**src/rtl/mole_scheduler.sv**
```systemverilog
// -----------------------------------------------------------------------------
// mole_scheduler
// Game-level controller for the whack-a-mole sprite datapath. Runs one
// lifecycle FSM per hole (EMPTY -> UP -> HIT/EMPTY), spawns moles at
// LFSR-chosen holes on a fixed tick gap, times mole exposure, resolves whack
// strobes and drives the per-hole 2-bit shape code for the sprite ROM.
//
// Ports
//   clk          system clock
//   Reset        synchronous, active-high reset
//   tick         1 ms strobe, one clk wide
//   enable       game running; low freezes states, timers and whacks
//   whack_valid  one-cycle whack strobe
//   whack_hole   whack hole index; bits above log2(NUM_HOLES) ignored
//   hole_shape   hole i at [2i+1:2i]: 00 EMPTY, 01 UP, 10 HIT
//   score_pulse  one-cycle pulse on a whack of an UP hole
//   miss_pulse   one-cycle pulse on a whack of an EMPTY or HIT hole
//   escape_pulse one-cycle pulse when any UP mole times out
//   active_cnt   number of holes currently UP
//
// Hole states
//   state | meaning
//   EMPTY | no mole; eligible for spawn
//   UP    | mole exposed; whack scores, timer expiry escapes
//   HIT   | mole was whacked; shows hit sprite until timer expiry
// -----------------------------------------------------------------------------
module mole_scheduler #(
    parameter int         NUM_HOLES    = 4,
    parameter int         UP_TIME_MS   = 1000,
    parameter int         HIT_TIME_MS  = 250,
    parameter int         SPAWN_GAP_MS = 500,
    parameter logic [7:0] LFSR_SEED    = 8'hA5
) (
    input  logic                   clk,
    input  logic                   Reset,
    input  logic                   tick,
    input  logic                   enable,
    input  logic                   whack_valid,
    input  logic [2:0]             whack_hole,
    output logic [2*NUM_HOLES-1:0] hole_shape,
    output logic                   score_pulse,
    output logic                   miss_pulse,
    output logic                   escape_pulse,
    output logic [3:0]             active_cnt
);
    localparam int          IDX_W    = $clog2(NUM_HOLES);
    localparam logic [15:0] UP_LOAD  = 16'(UP_TIME_MS);
    localparam logic [15:0] HIT_LOAD = 16'(HIT_TIME_MS);
    localparam logic [15:0] GAP_LOAD = 16'(SPAWN_GAP_MS);

    typedef enum logic [1:0] {
        EMPTY = 2'b00,
        UP    = 2'b01,
        HIT   = 2'b10
    } hole_state_t;

    hole_state_t      state     [NUM_HOLES];
    hole_state_t      state_nxt [NUM_HOLES];
    logic [15:0]      timer     [NUM_HOLES];
    logic [15:0]      timer_nxt [NUM_HOLES];
    logic [15:0]      spawn_cnt;
    logic [15:0]      spawn_cnt_nxt;
    logic [7:0]       lfsr;
    logic             score_nxt;
    logic             miss_nxt;
    logic             escape_nxt;
    logic [3:0]       active_nxt;
    logic             advance;
    logic             whack_go;
    logic             spawn_fire;
    logic             spawn_found;
    logic             spawn_go;
    logic [IDX_W-1:0] whack_idx;
    logic [IDX_W-1:0] cand;
    logic [IDX_W-1:0] scan_idx;
    logic [IDX_W-1:0] spawn_sel;

    assign advance    = tick & enable;
    assign whack_go   = whack_valid & enable;
    assign whack_idx  = whack_hole[IDX_W-1:0];
    assign cand       = lfsr[IDX_W-1:0];
    assign spawn_fire = advance && (spawn_cnt == 16'd1);
    assign spawn_go   = spawn_fire && spawn_found;

    generate
        if (IDX_W < 3) begin : g_unused_hole_bits
            logic unused_hole_bits;
            assign unused_hole_bits = ^whack_hole[2:IDX_W];
        end
    endgenerate

    // Wrap-around scan from the LFSR candidate; index width makes the mod free.
    always_comb begin
        spawn_found = 1'b0;
        spawn_sel   = '0;
        scan_idx    = '0;
        for (int k = 0; k < NUM_HOLES; k++) begin
            scan_idx = cand + IDX_W'(k);
            if (!spawn_found && state[scan_idx] == EMPTY) begin
                spawn_found = 1'b1;
                spawn_sel   = scan_idx;
            end
        end
    end

    always_comb begin
        spawn_cnt_nxt = spawn_cnt;
        if (advance) begin
            spawn_cnt_nxt = spawn_fire ? GAP_LOAD : spawn_cnt - 16'd1;
        end
    end

    always_comb begin
        score_nxt  = 1'b0;
        miss_nxt   = 1'b0;
        escape_nxt = 1'b0;
        active_nxt = '0;
        for (int i = 0; i < NUM_HOLES; i++) begin
            state_nxt[i] = state[i];
            timer_nxt[i] = timer[i];
            case (state[i])
                EMPTY: begin
                    if (whack_go && whack_idx == IDX_W'(i)) miss_nxt = 1'b1;
                    if (spawn_go && spawn_sel == IDX_W'(i)) begin
                        state_nxt[i] = UP;
                        timer_nxt[i] = UP_LOAD;
                    end
                end
                UP: begin
                    // A whack on the expiry tick still lands as a hit.
                    if (whack_go && whack_idx == IDX_W'(i)) begin
                        state_nxt[i] = HIT;
                        timer_nxt[i] = HIT_LOAD;
                        score_nxt    = 1'b1;
                    end else if (advance) begin
                        if (timer[i] == 16'd1) begin
                            state_nxt[i] = EMPTY;
                            timer_nxt[i] = '0;
                            escape_nxt   = 1'b1;
                        end else begin
                            timer_nxt[i] = timer[i] - 16'd1;
                        end
                    end
                end
                HIT: begin
                    if (whack_go && whack_idx == IDX_W'(i)) miss_nxt = 1'b1;
                    if (advance) begin
                        if (timer[i] == 16'd1) begin
                            state_nxt[i] = EMPTY;
                            timer_nxt[i] = '0;
                        end else begin
                            timer_nxt[i] = timer[i] - 16'd1;
                        end
                    end
                end
                default: begin
                    state_nxt[i] = EMPTY;
                    timer_nxt[i] = '0;
                end
            endcase
            if (state_nxt[i] == UP) active_nxt = active_nxt + 4'd1;
        end
    end

    always_ff @(posedge clk) begin
        if (Reset) begin
            for (int i = 0; i < NUM_HOLES; i++) begin
                state[i] <= EMPTY;
                timer[i] <= '0;
            end
            spawn_cnt    <= GAP_LOAD;
            lfsr         <= LFSR_SEED;
            score_pulse  <= 1'b0;
            miss_pulse   <= 1'b0;
            escape_pulse <= 1'b0;
            active_cnt   <= '0;
        end else begin
            for (int i = 0; i < NUM_HOLES; i++) begin
                state[i] <= state_nxt[i];
                timer[i] <= timer_nxt[i];
            end
            spawn_cnt    <= spawn_cnt_nxt;
            lfsr         <= {lfsr[6:0], lfsr[7] ^ lfsr[5] ^ lfsr[4] ^ lfsr[3]};
            score_pulse  <= score_nxt;
            miss_pulse   <= miss_nxt;
            escape_pulse <= escape_nxt;
            active_cnt   <= active_nxt;
        end
    end

    always_comb begin
        hole_shape = '0;
        for (int i = 0; i < NUM_HOLES; i++) begin
            hole_shape[2*i +: 2] = state[i];
        end
    end

endmodule

```
**config.mk**
```make
export PLATFORM = sky130hd
export DESIGN_NAME = mole_scheduler
export DESIGN_NICKNAME = d
export VERILOG_FILES = /design/src/rtl/mole_scheduler.sv
export SDC_FILE = /design/constraint.sdc
export NUM_CORES = 1
export LEC_CHECK = 0
export ABC_CLOCK_PERIOD_IN_PS = 3600
export BUFFER_PORTS_ARGS = -buffer_cell sky130_fd_sc_hd__buf_2
export CAP_MARGIN = 20
export CORE_ASPECT_RATIO = 1.75
export CORE_MARGIN = 1.5
export CORE_UTILIZATION = 60
export DETAILED_ROUTE_END_ITERATION = 10
export GPL_TIMING_DRIVEN = 0
export HOLD_SLACK_MARGIN = 0.05
export PLACE_DENSITY = 0.88
export SETUP_SLACK_MARGIN = 0.05
export SYNTH_ARGS = -nofsm -noshare
export SYNTH_HDL_FRONTEND = slang
export SYNTH_SLANG_ARGS = --single-unit
export TNS_END_PERCENT = 100
```
**constraint.sdc**
```tcl
create_clock -name clk -period 3.6 [get_ports clk]
set_clock_uncertainty 0.15 [all_clocks]
set_input_delay 0.72 -clock clk [delete_from_list [all_inputs] [get_ports clk]]
set_output_delay 0.72 -clock clk [all_outputs]
set_load 0.03 [all_outputs]
```
==> results_dict.tcl <==
set metrics [dict create \
    cts_tree "yes" \
    yosysUniqueCellTypes 78 \
    dr.max_layer_used "met4" \
    clk-insertion-delay-late_ns 0.36 \
    cts.sinks 103 \
    die_x_um 76.2 \
    syn_to_final_growth_pct 9.76 \
    ys_top_cells_by_area "dfxtp_1 (37%), nor2_1 (6.8%), a21oi_1 (5.0%)" \
    core_area_um2 9090 \
    ys.flop_type "dfxtp_1" \
    setup.worst_path.class "reg2reg" \
    async_flop_share 0 \
    dr.pass1.iters 8 \
    syn_area_per_cell_um2 8.10 \
    synth_top_area_share 0.366 \
    yosys.area.top_type "dfxtp_1" \
    worstPathArrival_ns 3.55 \
    dpl_cell_area_um2 5880 \
    cellLeakagePower_nw 2.28 \
    yosysSeqAreaShare 0.366 \
    synth_area_um2 5630 \
    hp-class "reg2reg" \
    slew_headroom 0.480 \
    holdWs_ns 0.268 \
    drt_iter0_markers 530 \
    peakVddDrop_mv 0.341 \
    drive_gt1_frac 0.120 \
    synth_cells 695 \
    viasPerCell 6.40 \
    rows 46 \
    grt_pass1_wl_um 24000 \
    insertedDiodeCount 0 \
    setup_viol 0 \
    clock-root-buffer "clkbuf_16" \
    maxSlewViolCount 0 \
    grt_max_degree 16 \
    die_area_um2 9990 \
    dpl_worst_slack_ns 0.0238 \
    hold_viol_final 0 \
    antenna_found_initial 0 \
    wl_met1_um 5550 \
    rsz0062_at_grt "false" \
    met3_length_um 828 \
    grt_pass1_vias 5270 \
    initial_core_util 0.619 \
    dp_hpwl_um 10500 \
    design_area_um2 6180 \
    cts.htree.levels 3 \
    route.final.wire_length_um 14800 \
    gp_congestion 0.913 \
    layout.nets 746 \
    end_kind "register" \
    max_freq_ghz 0.293 \
    fill_cells 743 \
    synth_nets 715 \
    gr-total-overflow 0 \
    die_h_um 131 \
    cts_made_buffers 9 \
    tns_ns 0 \
    period_needed_ns 3.42 \
    synth.most_common_cell "dfxtp_1" \
    portBuffers 20 \
    max-clock-path-buffers 2 \
    fin_crit_sh 0.949 \
    wl_met2_um 7650 \
    timing.final.ws_setup_ns 0.182 \
    path_clk_slew_ns 0.07 \
    ys_top_cells_by_count "dfxtp_1 (103), nor2_1 (102), nand2_1 (63)" \
    worst_slew_pin_slew_ns 0.773 \
    crit_fanout 10 \
    status "finished, final reports clean" \
    io-pin-count 23 \
    drv_cap 0 \
    ys_seq_elements 103 \
    crit_required_ns 3.73 \
    power.density_nw_per_um2 369 \
    crit_path_start_kind "register" \
    cts_post_setup_buffers_inserted 0 \
    drc 0 \
    drtAntennaViolNets 0 \
    cts-resized-gates 0 \
    synth-edff-count 0 \
    vias 5448 \
    routedWlPerCell_um 17.3 \
    ys_warn_count 0 \
    track_usage 0.295 \
    cts_hold_buf 0 \
]
-- flip-flops by register name, indices dropped and copies added, names as in the netlist --
name          flops
active_cnt        4
escape_pulse      1
lfsr              8
miss_pulse        1
score_pulse       1
spawn_cnt        16
state             8
timer            64
-- path summary, 6_finish.rpt --
check | startpoint | to | slack, ns | depth (start not counted)
setup reg to reg | state[2][1]$_SDFF_PP0_ | active_cnt[1]$_SDFF_PP0_ | 0.18 | 12
hold / removal | lfsr[6]$_SDFF_PP0_ | lfsr[7]$_SDFF_PP1_ | 0.27 | 1
hold reg to reg | lfsr[6]$_SDFF_PP0_ | lfsr[7]$_SDFF_PP1_ | 0.27 | 1
setup / recovery | state[2][1]$_SDFF_PP0_ | active_cnt[1]$_SDFF_PP0_ | 0.18 | 12
-- worst max-delay path: stages, from the launching register on --
cell and delay, ns:
dfxtp_1 0.33, buf_2 0.19, nor2_1 0.41, a2111oi_0 0.26
a31oi_2 0.53, nor2_1 0.18, nor2_1 0.24, inv_1 0.09
ha_1 0.36, inv_1 0.10, a2111oi_2 0.25, mux2i_1 0.14
o211ai_1 0.10
-- report_power, final --
group | internal (mW) | switching [mW] | total [mW]
registers | 1.15 | 0.0105 | 1.16
clock network | 0.544 | 0.425 | 0.969
logic | 0.0477 | 0.102 | 0.150
-- layer usage --
layer,GRT usage,vias up
met2,0.529,290
met4,0.184,0
met3,0.0625,69
li1,-,2524
met1,0.307,2565
met5,0,-
-- through the flow --
step	instances	util	power (mW)
after global placement	835	0.646	1.33
after CTS	851	0.679	2.28
after detailed placement	835	0.646	1.33
after global routing	851	0.679	2.35
final	851	0.679	2.28
after floorplan	695	-	1.29
-- cell usage in the layout (no fill, tap or decap), types with 9 or more instances in the layout --
cell type / Yosys / final
nor2_1: 102 / 101
clkbuf_16: 0 / 9
buf_2: 6 / 26
ha_1: 12 / 12
inv_1: 27 / 27
dfxtp_1: 103 / 103
nand4_1: 9 / 9
nor4_1: 12 / 12
clkbuf_1: 13 / 14
nand3_1: 20 / 20
or4_1: 9 / 9
a31oi_1: 10 / 10
o21ai_0: 24 / 24
nand2b_1: 9 / 9
xor2_1: 25 / 25
a21oi_1: 56 / 56
nor3_1: 29 / 29
xnor2_1: 25 / 25
nand2_1: 63 / 63
or3_1: 9 / 9
-- kinds of logic after synthesis --
family                     count (synthesis)  synth area share
AOI/OAI and AO/OA                        145             0.172
muxes                                      2           0.00378
adders and majority gates                 12            0.0267
and+or+nand+nor                          331             0.311
buffers and inverters                     51            0.0420
other                                      1          0.000666
DFF                                      103             0.366
xor gates and xnor gates                  50            0.0778
-- area by class of cell --
| type | count | area (um^2) | area share |
|---|---|---|---|
| clock inverter | 2 | 12.5 | 0.00203 |
| sequential | 103 | 2060 | 0.334 |
| tap | 120 | 150 | 0.0243 |
| inverter | 27 | 101 | 0.0164 |
| multi-input combinational | 541 | 3330 | 0.539 |
| buffer | 24 | 135 | 0.0219 |
| clock buffer | 14 | 284 | 0.0460 |
| timing repair buffer | 20 | 100 | 0.0162 |
No activity file was read; power rests on OpenSTA's default activity.
